## src/rtl/control_sequencer_pkg.sv

```systemverilog
// Shared definitions for the control sequencer: opcodes, step states,
// control-word bit positions and the per-opcode final-step lookup.
package control_sequencer_pkg;

  localparam int CTRL_W = 32;
  localparam int OP_W   = 5;

  localparam logic [4:0] OP_LD   = 5'b00000;
  localparam logic [4:0] OP_LDI  = 5'b00001;
  localparam logic [4:0] OP_ST   = 5'b00010;
  localparam logic [4:0] OP_ADD  = 5'b00011;
  localparam logic [4:0] OP_RLST = 5'b01011;
  localparam logic [4:0] OP_ADDI = 5'b01100;
  localparam logic [4:0] OP_ORI  = 5'b01110;
  localparam logic [4:0] OP_MUL  = 5'b01111;
  localparam logic [4:0] OP_DIV  = 5'b10000;
  localparam logic [4:0] OP_NEG  = 5'b10001;
  localparam logic [4:0] OP_NOT  = 5'b10010;
  localparam logic [4:0] OP_BR   = 5'b10011;
  localparam logic [4:0] OP_JR   = 5'b10100;
  localparam logic [4:0] OP_JAL  = 5'b10101;
  localparam logic [4:0] OP_IN   = 5'b10110;
  localparam logic [4:0] OP_OUT  = 5'b10111;
  localparam logic [4:0] OP_MFHI = 5'b11000;
  localparam logic [4:0] OP_MFLO = 5'b11001;
  localparam logic [4:0] OP_NOP  = 5'b11010;
  localparam logic [4:0] OP_HALT = 5'b11011;

  typedef enum logic [3:0] {
    S_T0   = 4'd0,
    S_T1   = 4'd1,
    S_T2   = 4'd2,
    S_T3   = 4'd3,
    S_T4   = 4'd4,
    S_T5   = 4'd5,
    S_T6   = 4'd6,
    S_T7   = 4'd7,
    S_WAIT = 4'd8,
    S_HALT = 4'd9
  } state_t;

  localparam int B_PCOUT     = 0;
  localparam int B_PCIN      = 1;
  localparam int B_INCPC     = 2;
  localparam int B_MARIN     = 3;
  localparam int B_MDRIN     = 4;
  localparam int B_MDROUT    = 5;
  localparam int B_READ      = 6;
  localparam int B_WRITE     = 7;
  localparam int B_IRIN      = 8;
  localparam int B_YIN       = 9;
  localparam int B_ZIN       = 10;
  localparam int B_ZLOWOUT   = 11;
  localparam int B_ZHIGHOUT  = 12;
  localparam int B_HIIN      = 13;
  localparam int B_HIOUT     = 14;
  localparam int B_LOIN      = 15;
  localparam int B_LOOUT     = 16;
  localparam int B_GRA       = 17;
  localparam int B_GRB       = 18;
  localparam int B_GRC       = 19;
  localparam int B_RIN       = 20;
  localparam int B_ROUT      = 21;
  localparam int B_BAOUT     = 22;
  localparam int B_COUT      = 23;
  localparam int B_CONIN     = 24;
  localparam int B_INPORTOUT = 25;
  localparam int B_OUTPORTIN = 26;

  function automatic logic [CTRL_W-1:0] cb(input int idx);
    return 32'd1 << idx;
  endfunction

  // Final step of each opcode; nop, halt and undefined codes end at T2.
  function automatic state_t last_step(input logic [OP_W-1:0] op);
    state_t s;
    s = S_T2;
    if (op == OP_LD || op == OP_ST)
      s = S_T7;
    else if (op == OP_LDI)
      s = S_T5;
    else if (op >= OP_ADD && op <= OP_ORI)
      s = S_T5;
    else if (op == OP_MUL || op == OP_DIV || op == OP_BR)
      s = S_T6;
    else if (op == OP_NEG || op == OP_NOT || op == OP_JAL)
      s = S_T4;
    else if (op == OP_JR || (op >= OP_IN && op <= OP_MFLO))
      s = S_T3;
    return s;
  endfunction

endpackage

```

## src/rtl/control_sequencer_ctrl_decode.sv

```systemverilog
// Combinational decode of step state, opcode and CON into the control word.
// Ports: i_state, i_opcode, i_con in; o_ctrl (32), o_alu_op (5) out.
module ctrl_decode
  import control_sequencer_pkg::*;
(
  input  state_t            i_state,
  input  logic [OP_W-1:0]   i_opcode,
  input  logic              i_con,
  output logic [CTRL_W-1:0] o_ctrl,
  output logic [OP_W-1:0]   o_alu_op
);

  logic w_r, w_imm, w_ld, w_ldi, w_st, w_md, w_nn;
  logic w_br, w_jr, w_jal, w_in, w_out, w_mfhi, w_mflo;

  assign w_r    = (i_opcode >= OP_ADD) && (i_opcode <= OP_RLST);
  assign w_imm  = (i_opcode >= OP_ADDI) && (i_opcode <= OP_ORI);
  assign w_ld   = (i_opcode == OP_LD);
  assign w_ldi  = (i_opcode == OP_LDI);
  assign w_st   = (i_opcode == OP_ST);
  assign w_md   = (i_opcode == OP_MUL) || (i_opcode == OP_DIV);
  assign w_nn   = (i_opcode == OP_NEG) || (i_opcode == OP_NOT);
  assign w_br   = (i_opcode == OP_BR);
  assign w_jr   = (i_opcode == OP_JR);
  assign w_jal  = (i_opcode == OP_JAL);
  assign w_in   = (i_opcode == OP_IN);
  assign w_out  = (i_opcode == OP_OUT);
  assign w_mfhi = (i_opcode == OP_MFHI);
  assign w_mflo = (i_opcode == OP_MFLO);

  always_comb begin
    o_ctrl   = '0;
    o_alu_op = '0;
    unique case (i_state)
      S_T0: o_ctrl = cb(B_PCOUT) | cb(B_MARIN)
                   | cb(B_INCPC) | cb(B_ZIN);
      S_T1: o_ctrl = cb(B_ZLOWOUT) | cb(B_PCIN)
                   | cb(B_READ) | cb(B_MDRIN);
      S_T2: o_ctrl = cb(B_MDROUT) | cb(B_IRIN);
      S_T3: begin
        unique case (1'b1)
          w_r, w_imm:
            o_ctrl = cb(B_GRB) | cb(B_ROUT) | cb(B_YIN);
          w_ld, w_ldi, w_st:
            o_ctrl = cb(B_GRB) | cb(B_BAOUT) | cb(B_YIN);
          w_md:
            o_ctrl = cb(B_GRA) | cb(B_ROUT) | cb(B_YIN);
          w_nn: begin
            o_ctrl   = cb(B_GRB) | cb(B_ROUT) | cb(B_ZIN);
            o_alu_op = i_opcode;
          end
          w_br:
            o_ctrl = cb(B_GRA) | cb(B_ROUT) | cb(B_CONIN);
          w_jr:
            o_ctrl = cb(B_GRA) | cb(B_ROUT) | cb(B_PCIN);
          w_jal:
            o_ctrl = cb(B_PCOUT) | cb(B_GRB) | cb(B_RIN);
          w_in:
            o_ctrl = cb(B_INPORTOUT) | cb(B_GRA) | cb(B_RIN);
          w_out:
            o_ctrl = cb(B_GRA) | cb(B_ROUT) | cb(B_OUTPORTIN);
          w_mfhi:
            o_ctrl = cb(B_HIOUT) | cb(B_GRA) | cb(B_RIN);
          w_mflo:
            o_ctrl = cb(B_LOOUT) | cb(B_GRA) | cb(B_RIN);
          default: ;
        endcase
      end
      S_T4: begin
        unique case (1'b1)
          w_r: begin
            o_ctrl   = cb(B_GRC) | cb(B_ROUT) | cb(B_ZIN);
            o_alu_op = i_opcode;
          end
          w_imm: begin
            o_ctrl   = cb(B_COUT) | cb(B_ZIN);
            o_alu_op = i_opcode;
          end
          w_ld, w_ldi, w_st: begin
            o_ctrl   = cb(B_COUT) | cb(B_ZIN);
            o_alu_op = OP_ADD;
          end
          w_md: begin
            o_ctrl   = cb(B_GRB) | cb(B_ROUT) | cb(B_ZIN);
            o_alu_op = i_opcode;
          end
          w_nn:
            o_ctrl = cb(B_ZLOWOUT) | cb(B_GRA) | cb(B_RIN);
          w_br:
            o_ctrl = cb(B_PCOUT) | cb(B_YIN);
          w_jal:
            o_ctrl = cb(B_GRA) | cb(B_ROUT) | cb(B_PCIN);
          default: ;
        endcase
      end
      S_T5: begin
        unique case (1'b1)
          w_r, w_imm, w_ldi:
            o_ctrl = cb(B_ZLOWOUT) | cb(B_GRA) | cb(B_RIN);
          w_ld, w_st:
            o_ctrl = cb(B_ZLOWOUT) | cb(B_MARIN);
          w_md:
            o_ctrl = cb(B_ZLOWOUT) | cb(B_LOIN);
          w_br: begin
            o_ctrl   = cb(B_COUT) | cb(B_ZIN);
            o_alu_op = OP_ADD;
          end
          default: ;
        endcase
      end
      S_T6: begin
        unique case (1'b1)
          w_ld:
            o_ctrl = cb(B_READ) | cb(B_MDRIN);
          w_st:
            o_ctrl = cb(B_GRA) | cb(B_ROUT) | cb(B_MDRIN);
          w_md:
            o_ctrl = cb(B_ZHIGHOUT) | cb(B_HIIN);
          // Branch taken only when the latched condition holds.
          w_br:
            if (i_con)
              o_ctrl = cb(B_ZLOWOUT) | cb(B_PCIN);
          default: ;
        endcase
      end
      S_T7: begin
        unique case (1'b1)
          w_ld:
            o_ctrl = cb(B_MDROUT) | cb(B_GRA) | cb(B_RIN);
          w_st:
            o_ctrl = cb(B_WRITE);
          default: ;
        endcase
      end
      default: ;
    endcase
  end

endmodule

```

## src/rtl/control_sequencer.sv

```systemverilog
// Step sequencer (T0-T7, HALT; WAIT when CTRL_STEP_EN is defined).
// Ports: i_clk, i_clear, i_opcode, i_con, i_stop, [i_step]; o_run, o_ctrl, o_alu_op.
module control_sequencer
  import control_sequencer_pkg::*;
(
  input  logic              i_clk,
  input  logic              i_clear,
  input  logic [OP_W-1:0]   i_opcode,
  input  logic              i_con,
  input  logic              i_stop,
`ifdef CTRL_STEP_EN
  input  logic              i_step,
`endif
  output logic              o_run,
  output logic [CTRL_W-1:0] o_ctrl,
  output logic [OP_W-1:0]   o_alu_op
);

`ifdef CTRL_STEP_EN
  localparam state_t ENTRY = S_WAIT;
`else
  localparam state_t ENTRY = S_T0;
`endif

  state_t r_state;
  state_t w_next;
  logic   w_last;

  assign w_last = (r_state == last_step(i_opcode));

  always_ff @(posedge i_clk) begin
    if (i_clear)
      r_state <= S_T0;
    else
      r_state <= w_next;
  end

  // Stop is looked at only on the edge that would start the next fetch.
  always_comb begin
    w_next = r_state;
    unique case (r_state)
      S_HALT: w_next = S_HALT;
      S_WAIT: begin
`ifdef CTRL_STEP_EN
        if (i_step)
          w_next = S_T0;
`else
        w_next = S_T0;
`endif
      end
      default: begin
        if (w_last)
          w_next = (i_opcode == OP_HALT || i_stop) ? S_HALT : ENTRY;
        else
          w_next = state_t'(r_state + 4'd1);
      end
    endcase
  end

  assign o_run = (r_state != S_HALT);

  ctrl_decode u_decode (
    .i_state  (r_state),
    .i_opcode (i_opcode),
    .i_con    (i_con),
    .o_ctrl   (o_ctrl),
    .o_alu_op (o_alu_op)
  );

endmodule

```

## config.mk

```make
export PLATFORM = sky130hd
export DESIGN_NAME = control_sequencer
export DESIGN_NICKNAME = d
export VERILOG_FILES = /design/src/rtl/control_sequencer_pkg.sv /design/src/rtl/control_sequencer_ctrl_decode.sv /design/src/rtl/control_sequencer.sv
export SDC_FILE = /design/constraint.sdc
export NUM_CORES = 1
export LEC_CHECK = 0
export BUFFER_PORTS_ARGS = -buffer_cell sky130_fd_sc_hd__buf_2
export CAP_MARGIN = 20
export CORE_ASPECT_RATIO = 1.4
export CORE_UTILIZATION = 47
export CTS_BUF_LIST = sky130_fd_sc_hd__clkbuf_8
export DETAILED_ROUTE_END_ITERATION = 12
export PLACE_DENSITY_LB_ADDON = 0.05
export SKIP_LAST_GASP = 1
export SYNTH_ARGS = -nofsm -noshare
export SYNTH_HDL_FRONTEND = slang
export SYNTH_HIERARCHICAL = 1
export SYNTH_SLANG_ARGS = --single-unit
```

## constraint.sdc

```tcl
create_clock -name i_clk -period 1.85 [get_ports i_clk]
set_input_delay 0.0925 -clock i_clk [delete_from_list [all_inputs] [get_ports i_clk]]
set_output_delay 0.0925 -clock i_clk [all_outputs]
set_load 0.01 [all_outputs]
```

# After elaboration in Yosys (flattened, before gate mapping)

Cells that the tools add are included.

Register bits after elaboration: 4
Latch bits: 0
Bits in writable memories: 0
Memory bits (read-only): 0
Input bits: 9
Output and inout port bits: 38
Logic and storage cells: 72
Memories kept: 0

$add $sub $neg: 1
$mul: 0
Div/mod/pow operators: 0
Order comparisons: 6
Eq/ne operators: 25
Shift operators: 0
Multiplexer cells: 20
Bitwise gates (word level): 0
Reduce and logical (&&, ||, !) cells: 19

Operators with widths:

| cell                                                                  | number |
|---|---|
| 27-bit case mux with 11 select lines                                  | 1 |
| 32-bit case mux with 8 select lines                                   | 1 |
| 24-bit case mux with 6 select lines                                   | 1 |
| 32-bit case mux with 4 select lines                                   | 1 |
| 24-bit case mux with 4 select lines                                   | 1 |
| 5-bit equality test, second input constant                            | 11 |
| 21-bit case mux with 2 select lines                                   | 1 |
| 4-bit by 3-bit equality test with 1-bit output, second input constant | 4 |
| 3-bit 2-to-1 mux                                                      | 5 |
| 5-bit case mux with 3 select lines                                    | 1 |
| 12-bit 2-to-1 mux                                                     | 1 |
| 5-bit by 4-bit <= comparator with 1-bit output, second input constant | 2 |
| 5-bit case mux with 2 select lines                                    | 1 |
| 3-bit OR reduction                                                    | 3 |
| 4-bit by 2-bit equality test with 1-bit output, second input constant | 2 |
| 4-bit equality test, second input constant                            | 2 |
| 4-bit 2-to-1 mux                                                      | 2 |
| 4-bit case mux with 2 select lines                                    | 1 |
| 1-bit logical OR                                                      | 7 |
| 5-bit by 1-bit equality test with 1-bit output, second input constant | 1 |
| 5-bit by 2-bit equality test with 1-bit output, second input constant | 1 |
| 5-bit by 4-bit equality test with 1-bit output, second input constant | 1 |
| 5-bit by 2-bit >= comparator with 1-bit output, second input constant | 1 |
| 5-bit by 4-bit >= comparator with 1-bit output, second input constant | 1 |
| 14 further kinds                                                      | 18 |

# Logic depth before layout (Yosys ltp)

Gate-level depths: netlist (run 1).

Word-level depth: 12
Depth in mapped cells: 7
Gate-level depth less buffers: 6

# Modules after synthesis

The synthesis (run 1) kept the hierarchy.

Modules (own cells, without submodules):

| module            | instances | cells each | area each (µm²) |
|---|---|---|---|
| ctrl_decode       | 1         | 152        | 954.7 |
| control_sequencer | 1         | 48         | 386.6 |

# Worst setup path after synthesis (run 1)

Ideal clock, no wire load.

Path kind: register -> output
From: reg r_state[0]
To: out o_ctrl[3]
Arrival: 1,489 ps
Setup slack: 269 ps
Cell stages (with the launch flop): 5
Path buffers: 2
Path through: dfxtp_1 > buf_4 > buf_2 > nor4_1 > a31o_2

Word-level cells in the longest chain between the ends: 2
Elaborated cells on any way between the ends: 9

RTL lines:

| what                                                                   | line                                | source |
|---|---|---|
| start, declared                                                        | control_sequencer.sv:25             | `state_t r_state;` |
| start signal, assigned                                                 | control_sequencer.sv:35             | `r_state <= w_next;` |
| 4-bit by 3-bit equality test with 1-bit output (tied with other cells) | control_sequencer_ctrl_decode.sv:34 | `unique case (i_state)` |
| 32-bit case mux with 8 select lines *                                  | control_sequencer_ctrl_decode.sv:34 |  |
| end, declared                                                          | control_sequencer.sv:15             | `output logic [CTRL_W-1:0] o_ctrl,` |

Every way passes the cells marked *; elsewhere a longest branch is shown, timed or not.

# Final worst setup path (run 1)

From: reg r_state[1]
To: out o_ctrl[17]

The elaborated chain is that of the path after synthesis.

==> metrics.txt, run 1 <==
# TYPE chip_impl_metric gauge
chip_impl_info{name="outcome",value="finished, final reports clean"} 1
chip_impl_info{name="critical_path.startpoint_type",value="register"} 1
chip_impl_metric{name="grt_max_degree",unit=""} 24
chip_impl_metric{name="fmaxAchievable",unit="MHz"} 555.2
chip_impl_metric{name="drt-initial-drc-count",unit=""} 74
chip_impl_metric{name="numCtsBuffers",unit=""} 3
chip_impl_metric{name="floorplan.die_area",unit="um^2"} 3074
chip_impl_metric{name="io_buffers",unit=""} 41
chip_impl_info{name="cts_tree",value="yes"} 1
chip_impl_metric{name="num-fill-cells",unit=""} 264
chip_impl_metric{name="whs_path_depth",unit=""} 2
chip_impl_metric{name="global_route.overflow_total",unit=""} 0
chip_impl_metric{name="die_h",unit="um"} 65.21
chip_impl_metric{name="power_report.internal_total",unit="uW"} 687.7
chip_impl_metric{name="grt_first_pass_wirelength",unit="mm"} 6.541
chip_impl_metric{name="hpwl",unit="mm"} 3.109
chip_impl_info{name="hold_path_end",value="r_state[0]"} 1
chip_impl_metric{name="share_comb_of_total_power",unit=""} 0.725
chip_impl_metric{name="gp_routability_congestion",unit=""} 0.8986
chip_impl_metric{name="min_period_over_period",unit=""} 0.9735
chip_impl_info{name="ys.flop_type",value="sky130_fd_sc_hd__dfxtp_1"} 1
chip_impl_metric{name="final_core_util",unit=""} 0.6537
chip_impl_info{name="cp_slowest_cell",value="sky130_fd_sc_hd__dfxtp_2"} 1
chip_impl_metric{name="synthesis.yosys.warnings",unit=""} 6
chip_impl_metric{name="rows",unit=""} 22
chip_impl_metric{name="placed_area",unit="um^2"} 1655
chip_impl_metric{name="vdd_drop_max",unit="mV"} 0.7122
chip_impl_metric{name="finalWirelength",unit="mm"} 4.126
chip_impl_metric{name="die-width",unit="um"} 47.15
chip_impl_info{name="commonest_cells_after_routing_fill_and_taps_aside",value="sky130_fd_sc_hd__buf_2 (41), sky130_fd_sc_hd__nand2_1 (23), sky130_fd_sc_hd__buf_4 (21)"} 1
chip_impl_metric{name="p_total",unit="uW"} 1292
chip_impl_info{name="hold_path_class",value="primary input to register"} 1
chip_impl_metric{name="cpPeakStageDelay",unit="ns"} 0.41
chip_impl_metric{name="sequential_cell_area_fraction_in_the_yosys_report",unit=""} 0.05970
chip_impl_metric{name="numPlacedInstances",unit=""} 282
chip_impl_info{name="cells_along_the_critical_path",value="buf_8 > and4bb_2 > o211ai_1 > o311a_1 > nand4_1 > buf_2"} 1
chip_impl_metric{name="hold_viol_final",unit=""} 0
chip_impl_metric{name="final-setup-viol-count",unit=""} 0
chip_impl_metric{name="swShare",unit=""} 0.4676
chip_impl_metric{name="first_global_vias",unit=""} 1508
chip_impl_metric{name="htreeDepth",unit=""} 1
chip_impl_info{name="endpoint_kind",value="primary output"} 1
chip_impl_metric{name="area_growth_syn_to_layout",unit="%"} 30.13
chip_impl_metric{name="post_synth.cell_area_avg",unit="um^2"} 6.706
chip_impl_metric{name="multiInputGateArea",unit="um^2"} 1166
chip_impl_info{name="critPathKind",value="register to primary output"} 1
chip_impl_metric{name="crit_path_max_fanout",unit=""} 14
chip_impl_info{name="mostFrequentLayoutCell",value="sky130_fd_sc_hd__buf_2"} 1
chip_impl_metric{name="fp.coreArea",unit="um^2"} 2670
chip_impl_metric{name="drive_gt1_frac",unit=""} 0.3546
chip_impl_metric{name="worstPathRequired",unit="ns"} 1.76
chip_impl_metric{name="via_per_inst",unit=""} 6.115
chip_impl_metric{name="drtPass1Iterations",unit=""} 4
chip_impl_metric{name="io_pins",unit=""} 47
chip_impl_info{name="rsz0062_at_grt",value="yes"} 1
chip_impl_metric{name="synth_register_bits",unit=""} 4
chip_impl_metric{name="clk-insertion-delay-late",unit="ns"} 0.22
chip_impl_metric{name="max-clock-path-buffers",unit=""} 2
chip_impl_metric{name="setup_slack",unit="ns"} 0.04898
chip_impl_metric{name="total_switching_power",unit="uW"} 604.0
chip_impl_metric{name="synth_edf_count",unit=""} 0
chip_impl_info{name="timing.rr.start",value="r_state[0]"} 1
chip_impl_metric{name="seq_power_share",unit=""} 0.135
chip_impl_metric{name="ff2ff_path_depth",unit=""} 4
chip_impl_info{name="largestRegisters",value="r_state x4"} 1
chip_impl_metric{name="holdBufCountCts",unit=""} 0
chip_impl_metric{name="r2r_setup_slack",unit="ns"} 0.30
chip_impl_metric{name="pwr-share-clk",unit=""} 0.141
chip_impl_info{name="worst_r2r_endpoint",value="r_state[3]"} 1
chip_impl_metric{name="diodes",unit=""} 0
chip_impl_metric{name="final.min_clock_period",unit="ns"} 1.801
chip_impl_metric{name="routedWlPerCell",unit="um"} 14.38
chip_impl_metric{name="timing.max_slew.rel_slack",unit=""} 0.6600
chip_impl_metric{name="synthCells",unit=""} 200
chip_impl_metric{name="largest_register_ffs",unit=""} 4
chip_impl_metric{name="detailedPlace.worstSlack",unit="ns"} 0.08309
chip_impl_metric{name="final.setup_skew",unit="ns"} 0.001751
chip_impl_metric{name="initial_utilization",unit=""} 0.5023
chip_impl_metric{name="dr_total_vias",unit=""} 1755
chip_impl_metric{name="max_slew.worst_pin.slew",unit="ns"} 0.5053
chip_impl_metric{name="layout.cells.non_filler",unit=""} 287
chip_impl_info{name="timing.hold.worst.start",value="i_clear"} 1
chip_impl_metric{name="remaining_drc_errors",unit=""} 0
chip_impl_metric{name="max_cap_violations",unit=""} 0
chip_impl_metric{name="fin_nets",unit=""} 265
chip_impl_metric{name="detail-route-antenna-nets",unit=""} 0
chip_impl_metric{name="leakagePower",unit="uW"} 0.0008102
chip_impl_metric{name="clock_sinks",unit=""} 4
chip_impl_metric{name="power.density",unit="nW/um^2"} 740.1
chip_impl_info{name="root_buffer",value="sky130_fd_sc_hd__clkbuf_8"} 1
chip_impl_metric{name="clk_pin_slew_worst_paths",unit="ns"} 0.03
chip_impl_metric{name="synth_area",unit="um^2"} 1341
chip_impl_metric{name="synth_async_sr_flop_share",unit=""} 0
chip_impl_info{name="largest-register",value="r_state"} 1
chip_impl_metric{name="final-seq-area",unit="um^2"} 83.83
chip_impl_metric{name="grt_util_all_layers",unit=""} 0.2767
chip_impl_metric{name="timing.final.max_slew_violations",unit=""} 0
chip_impl_metric{name="antenna_found_initial",unit=""} 0
chip_impl_metric{name="final_area",unit="um^2"} 1745
chip_impl_metric{name="synthDistinctLibCells",unit=""} 60
chip_impl_metric{name="critical_path_arrival",unit="ns"} 1.71
power by group through the flow:
stage          Combinational, uW  Sequential [uW]  Clock, uW
6_report                     936              174        182
2_1_floorplan                603              154          0
4_1_cts                      892              167        186
3_5_place_dp                 886              163          0
5_1_grt                     1030              177        186
3_3_place_gp                 869              161          0
metal layers:
metal,vias to the layer above,track usage,part of all wire
li1,843,-,-
met1,818,0.3600,0.42
met2,85,0.4792,0.50
met3,9,0.01648,0.064
met4,0,0.06429,0.019
met5,-,0,0
cell usage after synthesis (3+ instances only):
cell type	n	area [um^2]
sky130_fd_sc_hd__nor3_1	12	60.06
sky130_fd_sc_hd__and3_1	6	37.54
sky130_fd_sc_hd__nand4_1	3	18.77
sky130_fd_sc_hd__o22ai_1	3	18.77
sky130_fd_sc_hd__nor2b_1	3	18.77
sky130_fd_sc_hd__a21oi_1	7	35.03
sky130_fd_sc_hd__nand3_1	7	35.03
sky130_fd_sc_hd__buf_2	10	50.05
sky130_fd_sc_hd__o21ai_0	11	55.05
sky130_fd_sc_hd__ha_1	3	37.54
sky130_fd_sc_hd__nor2_1	17	63.81
sky130_fd_sc_hd__dfxtp_1	4	80.08
sky130_fd_sc_hd__a41oi_1	3	26.28
sky130_fd_sc_hd__inv_1	3	11.26
sky130_fd_sc_hd__nor4_1	3	18.77
sky130_fd_sc_hd__nand2_1	24	90.09
sky130_fd_sc_hd__buf_4	9	67.56
sky130_fd_sc_hd__nand2b_1	11	68.82
sky130_fd_sc_hd__or3_1	5	31.28
sky130_fd_sc_hd__o211ai_1	3	22.52
worst max-delay path by stage:
stage                            from  slack (ns)  cells past startpoint    endpoint
final                      r_state[1]        0.05                      6  o_ctrl[17]
after global routing       r_state[0]      -0.009                      5  o_ctrl[21]
after floorplan            r_state[0]        0.27                      4   o_ctrl[3]
after detailed placement  i_opcode[3]        0.08                      7  r_state[3]
after global placement    i_opcode[3]        0.15                      7  r_state[0]
after CTS                  r_state[3]       0.008                      5   o_ctrl[1]
worst max-delay path: cells and delay by family (launching register included):
kind | cells | cell delay, ns
and+or+nand+nor | 2 | 0.33
DFF | 1 | 0.41
buffers and inverters | 2 | 0.32
AOI/OAI and AO/OA | 2 | 0.42
stage by stage:
| step | TNS (ns) | hold WS, ns |
|---|---|---|
| global route | -0.01361 | 0.07265 |
| floorplan | 0 | 0.1712 |
| finish | 0 | 0.06329 |
| detailed placement | 0 | 0.2938 |
| CTS | 0 | 0.06633 |
| global placement | 0 | 0.2835 |
repair_timing:
item	4_1_cts	5_1_grt
gates resized for setup	2	8
pin swaps	0	2
endpoints found under the setup margin	12	12
buffers inserted	0	2
final cells by class:
class	count	area share
clock buffer	3	0.02366
tap	36	0.02581
inverter	3	0.006452
timing repair buffer	64	0.2280
multi-input combinational	177	0.6681
sequential	4	0.04803
kinds of logic (layout without fill, tap and decap cells):
kind of cell	Yosys count	in the layout	share of synthesized area
mux	3	3	0.02332
fa+ha+maj	3	3	0.02799
other cells	1	5	0.002796
compound gates	54	54	0.3013
buf+inv	23	70	0.09888
flops	4	4	0.05970
xor+xnor	4	4	0.02612
simple gates	108	108	0.4599
(Power assumes the default switching activity.)
==> run 2: changes to the inputs <==
- SYNTH_HIERARCHICAL: 1 -> default
==> metrics.txt, run 2 <==
# TYPE chip_impl_metric gauge
chip_impl_metric{name="clk_pin_slew_worst_paths",unit="ns"} 0.03
chip_impl_metric{name="die_h",unit="um"} 59.76
chip_impl_metric{name="finalWirelength",unit="mm"} 3.656
chip_impl_metric{name="final.setup_skew",unit="ns"} 0.007463
chip_impl_metric{name="fin_nets",unit=""} 246
chip_impl_metric{name="initial_utilization",unit=""} 0.5085
chip_impl_info{name="most_used_standard_cell_by_instance_count_after_synthesis",value="sky130_fd_sc_hd__nand2_1"} 1
chip_impl_metric{name="fin_tns_setup",unit="ns"} 0
chip_impl_metric{name="detail-route-antenna-nets",unit=""} 0
chip_impl_metric{name="postCtsSetupRepairBufs",unit=""} 0
chip_impl_metric{name="die-width",unit="um"} 43.26
chip_impl_info{name="mostFrequentLayoutCell",value="sky130_fd_sc_hd__buf_2"} 1
chip_impl_info{name="endpoint_kind",value="primary output"} 1
chip_impl_info{name="largest-register",value="r_state"} 1
chip_impl_metric{name="numCtsBuffers",unit=""} 3
chip_impl_info{name="largestRegisters",value="r_state x4"} 1
chip_impl_info{name="cts_tree",value="yes"} 1
chip_impl_metric{name="worstPathRequired",unit="ns"} 1.76
chip_impl_metric{name="global_route.overflow_total",unit=""} 0
chip_impl_metric{name="largest_register_ffs",unit=""} 4
chip_impl_info{name="outcome",value="finished, final reports clean"} 1
chip_impl_metric{name="synth_largest_type_area_fraction",unit=""} 0.07374
chip_impl_metric{name="ff2ff_path_depth",unit=""} 7
chip_impl_metric{name="min_period_over_period",unit=""} 0.9675
chip_impl_metric{name="fmaxAchievable",unit="MHz"} 558.7
chip_impl_metric{name="final_area",unit="um^2"} 1543
chip_impl_info{name="hold_path_end",value="r_state[1]"} 1
chip_impl_metric{name="antenna_found_initial",unit=""} 0
chip_impl_metric{name="max_cap_violations",unit=""} 0
chip_impl_metric{name="drt-initial-drc-count",unit=""} 67
chip_impl_metric{name="whs_path_depth",unit=""} 2
chip_impl_info{name="worst_r2r_endpoint",value="r_state[3]"} 1
chip_impl_metric{name="synth_register_bits",unit=""} 4
chip_impl_metric{name="htreeDepth",unit=""} 1
chip_impl_info{name="critPathKind",value="register to primary output"} 1
chip_impl_metric{name="via_per_inst",unit=""} 6.012
chip_impl_metric{name="synth_edf_count",unit=""} 0
chip_impl_metric{name="routedWlPerCell",unit="um"} 14.45
chip_impl_metric{name="timing.hold.ws",unit="ns"} 0.09408
chip_impl_metric{name="synthesis.yosys.warnings",unit=""} 0
chip_impl_metric{name="max-clock-path-buffers",unit=""} 2
chip_impl_metric{name="clock_sinks",unit=""} 4
chip_impl_metric{name="vdd_drop_max",unit="mV"} 1.050
chip_impl_metric{name="placed_area",unit="um^2"} 1440
chip_impl_metric{name="hpwl",unit="mm"} 2.826
chip_impl_info{name="commonest_cells_after_routing_fill_and_taps_aside",value="sky130_fd_sc_hd__buf_2 (41), sky130_fd_sc_hd__buf_4 (26), sky130_fd_sc_hd__nand2_1 (20)"} 1
chip_impl_metric{name="diodes",unit=""} 0
chip_impl_metric{name="first_global_vias",unit=""} 1321
chip_impl_info{name="synth_largest_area_cell",value="sky130_fd_sc_hd__nand2_1"} 1
chip_impl_metric{name="fp.coreArea",unit="um^2"} 2202
chip_impl_metric{name="rows",unit=""} 20
chip_impl_metric{name="timing.final.max_slew_violations",unit=""} 0
chip_impl_metric{name="sequential_cell_area_fraction_in_the_yosys_report",unit=""} 0.07151
chip_impl_metric{name="synthDistinctLibCells",unit=""} 49
chip_impl_info{name="rsz0062_at_grt",value="yes"} 1
chip_impl_info{name="ys_top_cells_by_area",value="sky130_fd_sc_hd__nand2_1 (7.4%), sky130_fd_sc_hd__dfxtp_1 (7.2%), sky130_fd_sc_hd__o21ai_0 (6.3%), sky130_fd_sc_hd__a21oi_1 (5.4%), sky130_fd_sc_hd__nor2_1 (5.0%)"} 1
chip_impl_metric{name="drtPass1Iterations",unit=""} 4
chip_impl_info{name="timing.rr.start",value="r_state[1]"} 1
chip_impl_metric{name="area_growth_syn_to_layout",unit="%"} 37.77
chip_impl_metric{name="dr_total_vias",unit=""} 1521
chip_impl_metric{name="crit_path_max_fanout",unit=""} 7
chip_impl_metric{name="final.min_clock_period",unit="ns"} 1.790
chip_impl_info{name="ys.flop_type",value="sky130_fd_sc_hd__dfxtp_1"} 1
chip_impl_metric{name="critical_path_arrival",unit="ns"} 1.70
chip_impl_metric{name="grt_first_pass_wirelength",unit="mm"} 5.761
chip_impl_metric{name="hold_viol_final",unit=""} 0
chip_impl_metric{name="grt_max_degree",unit=""} 18
chip_impl_metric{name="clk-insertion-delay-late",unit="ns"} 0.22
chip_impl_metric{name="synth_async_sr_flop_share",unit=""} 0
chip_impl_metric{name="grt_util_all_layers",unit=""} 0.2884
chip_impl_metric{name="floorplan.die_area",unit="um^2"} 2585
chip_impl_metric{name="gp_routability_congestion",unit=""} 0.9608
chip_impl_metric{name="synthCells",unit=""} 180
chip_impl_metric{name="holdBufCountCts",unit=""} 0
chip_impl_metric{name="leakagePower",unit="uW"} 0.0007535
chip_impl_metric{name="final-setup-viol-count",unit=""} 0
chip_impl_info{name="critical_path.startpoint_type",value="register"} 1
chip_impl_info{name="timing.hold.worst.start",value="i_clear"} 1
chip_impl_info{name="synth.cells.most_frequent",value="sky130_fd_sc_hd__nand2_1 (22), sky130_fd_sc_hd__nor2_1 (15), sky130_fd_sc_hd__o21ai_0 (14)"} 1
chip_impl_info{name="root_buffer",value="sky130_fd_sc_hd__clkbuf_8"} 1
chip_impl_metric{name="io_pins",unit=""} 47
chip_impl_metric{name="remaining_drc_errors",unit=""} 0
chip_impl_info{name="hold_path_class",value="primary input to register"} 1
chip_impl_metric{name="drive_gt1_frac",unit=""} 0.3939
chip_impl_metric{name="power.density",unit="nW/um^2"} 1032
chip_impl_metric{name="synth_area",unit="um^2"} 1120
chip_impl_metric{name="r2r_setup_slack",unit="ns"} 0.15
chip_impl_metric{name="post_synth.cell_area_avg",unit="um^2"} 6.221
chip_impl_metric{name="io_buffers",unit=""} 41
## run 2: stage by stage
step           total power (uW)  setup slack, ns  cells    util
2_1_floorplan             865.4          0.05869    184       -
3_3_place_gp               1261          0.02623    250  0.6540
3_5_place_dp               1290         -0.05041    250  0.6540
4_1_cts                    1516         -0.02425    253  0.6824
5_1_grt                    1727        -0.009756    253  0.7006
6_report                   1592          0.06006    253  0.7006
## run 2: cell families after synthesis
family | count (synthesis) | synth area share
AND/OR/NAND/NOR | 86 | 0.4000
flip-flops | 4 | 0.07151
XOR/XNOR | 3 | 0.02347
buffers and inverters | 28 | 0.1263
adder cells (fa/ha/maj) | 4 | 0.04469
other | 1 | 0.003349
AO/OA/AOI/OAI | 54 | 0.3307
## run 2: worst max-delay path by stage
stage                from          end  slack [ns]  depth (start not counted)
2_1_floorplan  r_state[0]  o_alu_op[1]        0.06                          8
3_3_place_gp   r_state[0]   r_state[3]        0.03                          7
3_5_place_dp   r_state[0]   r_state[3]       -0.05                          7
4_1_cts        r_state[0]   o_ctrl[21]       -0.02                          7
5_1_grt        r_state[1]  o_alu_op[1]       -0.01                          7
6_report       r_state[1]   o_ctrl[21]        0.06                          7
## run 2: cell type report
cell class              count  area, um^2
inverters                   5       18.77
repair buffers             67       400.4
clock buffers               3       41.29
multi-input cells         152       968.4
well taps                  22       27.53
flip-flops and latches      4       86.33
fillers                   204       659.4
## run 2: critical path, cell delays in order, from the launching register on
cell	delay, ns
sky130_fd_sc_hd__dfxtp_2	0.40
sky130_fd_sc_hd__inv_2	0.09
sky130_fd_sc_hd__ha_4	0.18
sky130_fd_sc_hd__buf_4	0.15
sky130_fd_sc_hd__nand3_1	0.07
sky130_fd_sc_hd__a21boi_1	0.10
sky130_fd_sc_hd__a2111o_1	0.35
sky130_fd_sc_hd__buf_2	0.14
## run 2: report_power, final
group | leakage [uW] | switching [uW] | internal (uW) | total (uW)
clock | 0.0000216 | 48.1 | 139 | 187
combinational | 0.000698 | 655 | 537 | 1190
sequential | 0.0000343 | 77.5 | 135 | 213
total | 0.000753 | 781 | 811 | 1590
## run 2: metal layers
metal	up-vias	global-route usage	share of wire
met5	-	0	0
met2	53	0.5181	0.53
met1	713	0.3400	0.41
li1	749	-	-
met3	6	0.02115	0.038
met4	0	0.1385	0.017
## run 2: timing repair
| action | 4_1_cts | 5_1_grt |
|---|---|---|
| endpoints found under the setup margin | 13 | 8 |
| pin swaps | 1 | 0 |
| gates resized for setup | 10 | 10 |
==> run 3: changes to the inputs <==
- CORE_MARGIN: default -> 2
- HOLD_SLACK_MARGIN: default -> 0.1
==> metrics.txt, run 3 (synthesis gave the netlist of run 2 again) <==
# TYPE chip_impl_metric gauge
chip_impl_info{name="outcome",value="finished, final reports clean"} 1
chip_impl_metric{name="via_per_inst",unit=""} 5.889
chip_impl_metric{name="vdd_drop_max",unit="mV"} 0.8026
chip_impl_metric{name="groute.layer.met3.usage",unit=""} 0.01734
chip_impl_metric{name="hpwl",unit="mm"} 2.834
chip_impl_info{name="root_buffer",value="sky130_fd_sc_hd__clkbuf_8"} 1
chip_impl_info{name="cts_tree",value="yes"} 1
chip_impl_metric{name="worstPathRequired",unit="ns"} 1.76
chip_impl_metric{name="min_period_over_period",unit=""} 0.9624
chip_impl_metric{name="met2_usage",unit=""} 0.4959
chip_impl_metric{name="die_h",unit="um"} 61.76
chip_impl_metric{name="htreeDepth",unit=""} 1
chip_impl_metric{name="grt_util_all_layers",unit=""} 0.2718
chip_impl_metric{name="clock_sinks",unit=""} 4
chip_impl_metric{name="num-fill-cells",unit=""} 212
chip_impl_info{name="largest-register",value="r_state"} 1
chip_impl_metric{name="power_report.internal_total",unit="uW"} 814.8
chip_impl_info{name="endpoint_kind",value="primary output"} 1
chip_impl_metric{name="critical_path_arrival",unit="ns"} 1.69
chip_impl_metric{name="drtPass1Iterations",unit=""} 4
chip_impl_metric{name="fmaxAchievable",unit="MHz"} 561.7
chip_impl_metric{name="grt_max_degree",unit=""} 18
chip_impl_metric{name="pwr-share-clk",unit=""} 0.116
chip_impl_metric{name="floorplan.die_area",unit="um^2"} 2795
chip_impl_metric{name="final-setup-viol-count",unit=""} 0
chip_impl_metric{name="crit_path_max_fanout",unit=""} 6
chip_impl_info{name="commonest_cells_after_routing_fill_and_taps_aside",value="sky130_fd_sc_hd__buf_2 (41), sky130_fd_sc_hd__buf_4 (24), sky130_fd_sc_hd__nand2_1 (21)"} 1
chip_impl_metric{name="gr-usage-met1",unit=""} 0.3374
chip_impl_info{name="hold_path_class",value="primary input to register"} 1
chip_impl_metric{name="drt-initial-drc-count",unit=""} 40
chip_impl_metric{name="leakagePower",unit="uW"} 0.0007582
chip_impl_metric{name="final.min_clock_period",unit="ns"} 1.780
chip_impl_metric{name="gp_routability_congestion",unit=""} 0.9143
chip_impl_metric{name="dr_total_vias",unit=""} 1490
chip_impl_metric{name="final-seq-area",unit="um^2"} 88.84
chip_impl_metric{name="seq_power_share",unit=""} 0.126
chip_impl_metric{name="final_area",unit="um^2"} 1550
chip_impl_metric{name="placed_area",unit="um^2"} 1445
chip_impl_metric{name="fp.coreArea",unit="um^2"} 2227
chip_impl_metric{name="area_growth_syn_to_layout",unit="%"} 38.44
chip_impl_info{name="crit_family",value="compound AO/OA/AOI/OAI gates"} 1
chip_impl_metric{name="max_cap_violations",unit=""} 0
chip_impl_metric{name="first_global_vias",unit=""} 1333
chip_impl_metric{name="share_comb_of_total_power",unit=""} 0.758
chip_impl_metric{name="clk-insertion-delay-late",unit="ns"} 0.22
chip_impl_metric{name="clk_pin_slew_worst_paths",unit="ns"} 0.03
chip_impl_metric{name="total_switching_power",unit="uW"} 769.9
chip_impl_metric{name="crit_cells",unit=""} 7
chip_impl_metric{name="io_pins",unit=""} 47
chip_impl_metric{name="whs_path_depth",unit=""} 4
chip_impl_metric{name="diodes",unit=""} 0
chip_impl_metric{name="die-width",unit="um"} 45.26
chip_impl_metric{name="detailedPlace.worstSlack",unit="ns"} -0.02718
chip_impl_info{name="critPathKind",value="register to primary output"} 1
chip_impl_metric{name="ff2ff_path_depth",unit=""} 7
chip_impl_metric{name="r2r_setup_slack",unit="ns"} 0.19
chip_impl_info{name="busiest_layer",value="met2"} 1
chip_impl_metric{name="numCtsBuffers",unit=""} 3
chip_impl_metric{name="power.density",unit="nW/um^2"} 1022
chip_impl_metric{name="largest_register_ffs",unit=""} 4
chip_impl_metric{name="antenna_found_initial",unit=""} 0
chip_impl_metric{name="setup_slack",unit="ns"} 0.06959
chip_impl_info{name="cp_slowest_cell",value="sky130_fd_sc_hd__dfxtp_4"} 1
chip_impl_metric{name="multiInputGateArea",unit="um^2"} 958.4
chip_impl_metric{name="worst_path_bufs_invs",unit=""} 3
chip_impl_info{name="critical_path.startpoint_type",value="register"} 1
chip_impl_metric{name="swShare",unit=""} 0.4858
chip_impl_info{name="mostFrequentLayoutCell",value="sky130_fd_sc_hd__buf_2"} 1
chip_impl_metric{name="io_buffers",unit=""} 41
chip_impl_info{name="timing.hold.worst.start",value="i_stop"} 1
chip_impl_metric{name="fin_nets",unit=""} 246
chip_impl_info{name="timing.rr.start",value="r_state[1]"} 1
chip_impl_metric{name="postCtsSetupRepairBufs",unit=""} 0
chip_impl_metric{name="final.setup_skew",unit="ns"} 0.006424
chip_impl_info{name="worst_r2r_endpoint",value="r_state[3]"} 1
chip_impl_info{name="hold_path_end",value="r_state[0]"} 1
chip_impl_metric{name="rows",unit=""} 20
chip_impl_metric{name="initial_utilization",unit=""} 0.5028
chip_impl_metric{name="cpPeakStageDelay",unit="ns"} 0.36
chip_impl_metric{name="routedWlPerCell",unit="um"} 14.58
chip_impl_metric{name="grt_first_pass_wirelength",unit="mm"} 5.837
chip_impl_metric{name="drive_gt1_frac",unit=""} 0.3810
chip_impl_metric{name="detail-route-antenna-nets",unit=""} 0
chip_impl_metric{name="max-clock-path-buffers",unit=""} 2
chip_impl_metric{name="finalWirelength",unit="mm"} 3.690
chip_impl_info{name="largestRegisters",value="r_state x4"} 1
chip_impl_metric{name="remaining_drc_errors",unit=""} 0
chip_impl_metric{name="hold_viol_final",unit=""} 0
chip_impl_metric{name="timing.final.max_slew_violations",unit=""} 0
chip_impl_info{name="cells_along_the_critical_path",value="inv_1 > buf_4 > ha_2 > nand4_1 > a21oi_2 > a311o_1 > buf_2"} 1
chip_impl_metric{name="global_route.overflow_total",unit=""} 0
[run 3: cell count changes in the layout (fill, tap and decap cells not counted), sizes merged]
cell,change
buf,-1
dlygate4sd3,+1
[run 3: area by class of cell]
| class | instances | share of cell area |
|---|---|---|
| Clock buffer | 3 | 0.02663 |
| Inverter | 5 | 0.01211 |
| Multi-Input combinational cell | 152 | 0.6182 |
| Sequential cell | 4 | 0.05730 |
| Tap cell | 22 | 0.01776 |
| Timing Repair Buffer | 67 | 0.2680 |
[run 3: power by group through the flow]
stage	combinational, uW	clock, uW	sequential (uW)
floorplan	703	0	162
global placement	1110	0	175
detailed placement	1130	0	179
CTS	1150	188	191
global route	1340	195	206
finish	1200	183	200
[run 3: worst register-to-register path, cell delays in order, from the launching register on]
cell and delay, ns:
sky130_fd_sc_hd__dfxtp_4 0.37, sky130_fd_sc_hd__inv_1 0.10, sky130_fd_sc_hd__ha_4 0.19, sky130_fd_sc_hd__buf_4 0.14, sky130_fd_sc_hd__a21oi_1 0.21, sky130_fd_sc_hd__nor2b_1 0.16, sky130_fd_sc_hd__nor2_1 0.05, sky130_fd_sc_hd__a221oi_1 0.31
[run 3: how the worst max path moves through the flow]
stage / from / end / slack [ns]
2_1_floorplan: r_state[0] / o_alu_op[1] / 0.06
3_3_place_gp: i_opcode[1] / r_state[0] / 0.03
3_5_place_dp: i_opcode[1] / r_state[3] / -0.03
4_1_cts: r_state[1] / o_ctrl[20] / 0.03
5_1_grt: r_state[0] / o_ctrl[11] / -0.006
6_report: r_state[0] / o_ctrl[11] / 0.07
[run 3: timing repair]
action                                  CTS  global route
endpoints found under the setup margin   10             5
pin swaps                                 0             1
gates resized for setup                  10             8
hold buffers                              1             0
endpoints found under the hold margin     1             0
[run 3: layer usage]
layer  vias to the layer above  share of wire
met5                         -              0
met4                         0         0.0054
met3                         2          0.037
met2                        42           0.55
met1                       697           0.41
li1                        749              -
[run 3: per-stage QoR]
| step | total power (uW) | utilization | hold WS, ns | TNS (ns) | cells |
|---|---|---|---|---|---|
| after CTS | 1533 | 0.6815 | 0.3988 | 0 | 253 |
| after floorplan | 865.4 | - | 0.1691 | 0 | 184 |
| after global placement | 1281 | 0.6489 | 0.3324 | 0 | 249 |
| after global routing | 1738 | 0.6961 | 0.4713 | -0.009585 | 253 |
| final | 1585 | 0.6961 | 0.4134 | 0 | 253 |
| after detailed placement | 1305 | 0.6489 | 0.3331 | -0.04634 | 249 |
